<file path="config.mk">
export PLATFORM = sky130hd
export DESIGN_NAME = obstacle_buffer
export DESIGN_NICKNAME = d
export VERILOG_FILES = /design/src/rtl/obstacle_buffer.sv
export SDC_FILE = /design/constraint.sdc
export NUM_CORES = 1
export LEC_CHECK = 0
export BUFFER_PORTS_ARGS = -buffer_cell sky130_fd_sc_hd__buf_2
export CAP_MARGIN = 30
export CORE_AREA = 8 8 235 283
export CTS_BUF_LIST = sky130_fd_sc_hd__clkbuf_16
export DETAILED_ROUTE_END_ITERATION = 10
export DIE_AREA = 0 0 243 291
export GPL_TIMING_DRIVEN = 0
export PLACE_DENSITY = 0.44
export SYNTH_ARGS = -nofsm -noshare
export SYNTH_HDL_FRONTEND = slang
export SYNTH_SLANG_ARGS = --single-unit
</file>
<file path="constraint.sdc">
create_clock -name clk -period 3.9 [get_ports clk]
set_input_delay 0.78 -clock clk [delete_from_list [all_inputs] [get_ports clk]]
set_output_delay 0.78 -clock clk [all_outputs]
set_load 0.03 [all_outputs]
</file>
<file path="src/rtl/obstacle_buffer.sv">
// obstacle_buffer
// Circular buffer of upcoming obstacles for a scrolling game world.
// In IDLE the producer pushes entries (nondecreasing distance order).
// A new_frame pulse streams every stored entry out, one per cycle,
// oldest first. The world then scrolls: each entry's distance drops by
// SPEED, and entries that have reached the player are popped from the head.
//
// Ports:
//   clk, rst         clock, synchronous active-high reset
//   new_frame        one-cycle frame start pulse
//   freeze           game over: stream only, skip the scroll pass
//   in_obstacle      pushed entry {type[15:13], lane[12:11], distance[10:0]}
//   in_valid/ready   push handshake (ready only in IDLE and not full)
//   obstacle         streamed entry, qualified by obstacle_valid
//   firstrow         streamed entry is closer than HALF_BLOCK_LENGTH
//   count            number of occupied entries
//   frame_done       one-cycle pulse when the frame has been processed
//   overrun          sticky: new_frame seen while busy
module obstacle_buffer #(
  parameter int DEPTH             = 16,
  parameter int SPEED             = 1,
  parameter int HALF_BLOCK_LENGTH = 64
) (
  input  logic                   clk,
  input  logic                   rst,
  input  logic                   new_frame,
  input  logic                   freeze,
  input  logic [15:0]            in_obstacle,
  input  logic                   in_valid,
  output logic                   in_ready,
  output logic [15:0]            obstacle,
  output logic                   obstacle_valid,
  output logic                   firstrow,
  output logic [$clog2(DEPTH):0] count,
  output logic                   frame_done,
  output logic                   overrun
);

  localparam int PW = $clog2(DEPTH);
  localparam int CW = PW + 1;
  localparam logic [CW-1:0] DEPTH_C = CW'(DEPTH);
  localparam logic [10:0]   SPEED_D = 11'(SPEED);
  localparam logic [11:0]   HALF_D  = 12'(HALF_BLOCK_LENGTH);

  typedef enum logic [1:0] {S_IDLE, S_STREAM, S_SCROLL} state_t;

  state_t          r_state;
  state_t          w_state_next;
  logic [15:0]     r_mem [DEPTH];
  logic [PW-1:0]   r_head;
  logic [PW-1:0]   r_tail;
  logic [PW-1:0]   r_ptr;        // walk pointer shared by STREAM and SCROLL
  logic [CW-1:0]   r_count;
  logic [CW-1:0]   r_idx;        // entries already streamed this frame
  logic [CW-1:0]   r_remaining;  // entries still to visit in SCROLL
  logic [15:0]     r_obstacle;
  logic            r_valid;
  logic            r_firstrow;
  logic            r_frame_done;
  logic            r_overrun;

  logic            w_push;
  logic [15:0]     w_first;
  logic [15:0]     w_cur;
  logic            w_below_speed;
  logic            w_expired;
  logic [10:0]     w_dist_dec;
  logic            w_stream_done;
  logic            w_scroll_active;

  assign in_ready        = (r_state == S_IDLE) && (r_count < DEPTH_C);
  assign w_push          = in_valid && in_ready;
  // A push in the new_frame cycle into an empty buffer is not yet in
  // memory, so the first streamed entry is bypassed from the input.
  assign w_first         = (r_count == '0) ? in_obstacle : r_mem[r_head];
  assign w_cur           = r_mem[r_ptr];
  assign w_below_speed   = (w_cur[10:0] < SPEED_D);
  // Expired entries are contiguous at head: while every visited entry has
  // been popped the walk pointer still equals head.
  assign w_expired       = w_below_speed && (r_ptr == r_head);
  // Saturate so a stray out-of-order entry can never wrap to 2047.
  assign w_dist_dec      = w_below_speed ? 11'd0 : (w_cur[10:0] - SPEED_D);
  assign w_stream_done   = (r_idx == r_count);
  assign w_scroll_active = (r_state == S_SCROLL) && (r_remaining != '0);

  function automatic logic is_firstrow(input logic [15:0] e);
    return ({1'b0, e[10:0]} < HALF_D);
  endfunction

  always_ff @(posedge clk) begin
    if (rst) r_state <= S_IDLE;
    else     r_state <= w_state_next;
  end

  always_comb begin
    w_state_next = r_state;
    case (r_state)
      S_IDLE:   if (new_frame) w_state_next = S_STREAM;
      S_STREAM: if (w_stream_done) w_state_next = freeze ? S_IDLE : S_SCROLL;
      S_SCROLL: if (r_remaining == '0) w_state_next = S_IDLE;
      default:  w_state_next = S_IDLE;
    endcase
  end

  // Entry storage: no reset needed, count/pointers define what is valid.
  always_ff @(posedge clk) begin
    if (w_push)
      r_mem[r_tail] <= in_obstacle;
    else if (w_scroll_active && !w_expired)
      r_mem[r_ptr] <= {w_cur[15:11], w_dist_dec};
  end

  always_ff @(posedge clk) begin
    if (rst) begin
      r_head       <= '0;
      r_tail       <= '0;
      r_ptr        <= '0;
      r_count      <= '0;
      r_idx        <= '0;
      r_remaining  <= '0;
      r_obstacle   <= '0;
      r_valid      <= 1'b0;
      r_firstrow   <= 1'b0;
      r_frame_done <= 1'b0;
      r_overrun    <= 1'b0;
    end else begin
      r_frame_done <= 1'b0;
      if (new_frame && (r_state != S_IDLE)) r_overrun <= 1'b1;
      case (r_state)
        S_IDLE: begin
          if (w_push) begin
            r_tail  <= r_tail + 1'b1;
            r_count <= r_count + 1'b1;
          end
          if (new_frame) begin
            r_ptr <= r_head + 1'b1;
            if ((r_count != '0) || w_push) begin
              r_obstacle <= w_first;
              r_firstrow <= is_firstrow(w_first);
              r_valid    <= 1'b1;
              r_idx      <= CW'(1);
            end else begin
              r_idx <= '0;
            end
          end
        end
        S_STREAM: begin
          if (!w_stream_done) begin
            r_obstacle <= w_cur;
            r_firstrow <= is_firstrow(w_cur);
            r_valid    <= 1'b1;
            r_ptr      <= r_ptr + 1'b1;
            r_idx      <= r_idx + 1'b1;
          end else begin
            r_valid <= 1'b0;
            if (freeze) begin
              r_frame_done <= 1'b1;
            end else begin
              r_ptr       <= r_head;
              r_remaining <= r_count;
            end
          end
        end
        S_SCROLL: begin
          if (r_remaining == '0) begin
            r_frame_done <= 1'b1;
          end else begin
            if (w_expired) begin
              r_head  <= r_head + 1'b1;
              r_count <= r_count - 1'b1;
            end
            r_ptr       <= r_ptr + 1'b1;
            r_remaining <= r_remaining - 1'b1;
          end
        end
        default: ;
      endcase
    end
  end

  assign obstacle       = r_obstacle;
  assign obstacle_valid = r_valid;
  assign firstrow       = r_firstrow;
  assign count          = r_count;
  assign frame_done     = r_frame_done;
  assign overrun        = r_overrun;

endmodule

</file>
==> impl_results.md <==
- Routability cong.: 0.810
- # rows: between 100 and 150
- Synth area leaders: edfxtp_1 (50%), mux4_2 (21%), dfxtp_1 (7.5%), mux2i_1 (2.0%), nand2_1 (1.4%)
- Worst Hold Class: register to register
- Die area: 70,700 um^2
- Worst path max stage delay: 0.58 ns
- Root Driver: clkbuf_16
- TritonCTS Buffers: 36
- Synthesized Nets: approximately 1,000
- Cell count after synthesis: 970
- Clk pin slew, worst setup/hold paths: 0.06 ns
- Crit Path Class: register to register
- Max-Slew Margin vs Limit: 0.305
- Ys async rst share: 0
- Starting Density: 0.246
- Crit path time final: 3.84 ns
- Crit path arrival time: 4.12 ns
- H-tree Lvls: 2
- FF-to-FF setup slack: 0.06 ns
- CP Capture Type: register
- Post-synthesis register bit count: 313
- Hold Violations, Final: 0
- Synth warn: 0
- Slew Viols, Final: 0
- EDFF count, synth: 256
- Core area: 62,200 um^2
- Delay-heaviest family, CP: buffers and inverters
- Synth Cell Area: 15,300 um^2
- Number of setup violations in the final report: 0
- CP Data Required Time: 4.18 ns
- Slowest CP cell: or4_4
- Syn_area_per_cell: ~16 um^2
- Wirelength per Cell: around 27 um
- Post-route ant nets: 0
- Vias: between 10,000 and 15,000
- Top_reg_cell synth: edfxtp_1
- I/O pin count: 47
- Skew-Pair Late Insertion Delay: 0.54 ns
- Area after DPL: roughly 18,000 um^2
- Status: finished clean
- Worst setup SP type: register
- CTS Buffer Depth: 3
- Antenna violations before repair: 1
- Final instance area: 19,300 um^2
- DIE HEIGHT: around 290 um
- Leak: 6.27 nW
- Max-Cap Viols: 0
- Setup ws final: 0.0596 ns
- Power Total: 9.26 mW
- Worst path cell trace: buf_6 -> buf_12 -> buf_4 -> mux4_2 -> a22o_1 -> a221oi_4 -> nand3_4 -> or4_4 -> o21ai_4 -> buf_6 -> bufbuf_16 -> o32ai_4 -> buf_4
- Dpl ws: -1.53 ns
- Yosys top cell by area: edfxtp_1
- Post-synth top area share: 0.502
- RSZ-0062 raised after global routing: no
- Layout cells sized above 1: 0.342
- Register area share after synthesis: 0.577
- GRT overflow: 0
- Max Clk Rate: 0.260 GHz
- First-pass GRT wire length: 76.2 mm
- Synthesis-to-finish area growth: 26.0%
- Maximum vdd drop: 256 uV
- Drt first pass iters: 6
- IO buf count: 45
- Final period util: 0.985
- Largest net degree at the start of global routing: 17
- CTS Sinks: 313
- Worst Skew: 0.0243 ns
- TritonCTS clock tree: done
- Vias in the first global route: 10,300
- Total GRT Usage: 0.147
- Number of library cell types mapped by synthesis: between 60 and 70
- Power density cells: 480 nW/um^2
- Buf/Inv on CP: 6
- CP Max Fanout: 7
- Number of remaining DRC errors: 0
- Vias per cell: 5.06
- Post-Route WL: 53.0 mm
- Die W: 243 um
- Final nets: 1,162
- DR iter-0 viols: between 700 and 800
- Post-DP HPWL: 37.6 mm
- Hold buffers post-CTS: 0
- Tightest Pin Transition: 1.03 ns
==> per-layer routing <==
metal	up-vias	GRT usage	share of wire
met1	5324	0.182	0.41
met4	0	0.0601	0.042
li1	4276	-	-
met5	-	0	0
met2	314	0.256	0.51
met3	95	0.0201	0.040
==> metrics by stage <==
stage           util   TNS, ns  hold slack [ns]  std cells
4_1_cts        0.310         0            0.458       1974
2_1_floorplan      -    -27.19            0.484        970
5_1_grt        0.310         0            0.484       1978
3_3_place_gp   0.267  -1191.75            0.447       1839
3_5_place_dp   0.282   -696.59            0.446       1884
6_report       0.310         0            0.456       1979
==> power by group <==
group	total, mW	switching [mW]	internal, mW	leakage [nW]
clock	3.45	1.39	2.05	0.622
combinational	1.99	1.19	0.792	2.87
sequential	3.83	0.0891	3.74	2.77
total	9.26	2.68	6.59	6.27
==> registers in the layout, indices dropped and copies added (netlist names), named ones only <==
| register | count |
|---|---|
| obstacle_valid | 1 |
| r_state | 2 |
| r_head | 4 |
| overrun | 1 |
| count | 5 |
| r_idx | 5 |
| r_mem | 256 |
| frame_done | 1 |
| r_tail | 4 |
| r_remaining | 5 |
| obstacle | 16 |
| r_ptr | 4 |
| firstrow | 1 |
==> placed cells by master (no fill, tap or decap), drive strengths merged, types with 12 or more instances in the layout <==
| cell type | n |
|---|---|
| a21oi | 41 |
| a22o | 22 |
| buf | 140 |
| clkbuf | 79 |
| dfxtp | 57 |
| edfxtp | 256 |
| ha | 14 |
| inv | 31 |
| mux2i | 30 |
| mux4 | 147 |
| nand2 | 59 |
| nand3 | 21 |
| nor2 | 50 |
| nor3 | 15 |
| o211ai | 12 |
| o21ai | 24 |
| o31ai | 12 |
==> path summary, 6_finish.rpt <==
| check | startpoint | endpoint | cells past startpoint |
|---|---|---|---|
| setup / recovery | register | r_mem[6][1]$_DFFE_PP_ | 13 |
| hold / removal | obstacle[3]$_SDFFE_PP0P_ | obstacle[3]$_SDFFE_PP0P_ | 2 |
| hold reg to reg | obstacle[3]$_SDFFE_PP0P_ | obstacle[3]$_SDFFE_PP0P_ | 2 |
| setup reg to reg | register | r_mem[6][1]$_DFFE_PP_ | 13 |
==> kinds of logic (layout without fill, tap and decap cells) <==
group,after synthesis,in the layout,share of synthesized area
xor gates and xnor gates,21,21,0.0120
and+or+nand+nor,204,204,0.0645
muxes,187,187,0.244
AOI/OAI and AO/OA,146,146,0.0655
adders and majority gates,15,15,0.0128
other,0,1,0
DFF,313,313,0.577
buffers and inverters,84,268,0.0248
==> synth_stat cells, drive strengths merged (3+ instances only) <==
cell type	number
o31ai	12
inv	17
xnor2	11
nor4	3
a211oi	3
nand2	59
nand4	7
dfxtp	57
ha	14
mux2	10
nand2b	11
buf	21
nor2	50
or4	5
a22o	22
edfxtp	256
or3	4
or2	8
o211ai	12
o21ai	24
and2	9
mux4	147
nor2b	4
clkbuf	44
a311oi	3
a22oi	4
o32ai	6
mux2i	30
nand3	21
a221oi	4
nor3	15
a21oi	41
xor2	10
==> layout make-up <==
| type | instances | area (um^2) |
|---|---|---|
| clock buffer | 37 | 926 |
| antenna | 1 | 2.50 |
| buffer | 61 | 357 |
| sequential | 313 | 8830 |
| multi-input combinational | 573 | 6480 |
| inverter | 19 | 72.6 |
| clock inverter | 29 | 260 |
| timing repair buffer | 122 | 1330 |
| fill | 6154 | 42900 |
| tap | 824 | 1030 |
==> worst register-to-register path: cells and delay by family (launching register included) <==
kind	cells	cell delay (ns)
buf+inv	6	1.10
compound gates	4	0.89
simple gates	2	0.76
mux	1	0.51
flops	1	0.33
==> what timing repair did <==
| action | in CTS | in global routing |
|---|---|---|
| gates cloned | 3 | 0 |
| endpoints found under the setup margin | 535 | 323 |
| gates resized for setup | 62 | 12 |
| pin swaps | 12 | 3 |
| setup buffers | 25 | 6 |
Note: power is estimated with default switching activity, not from simulation.
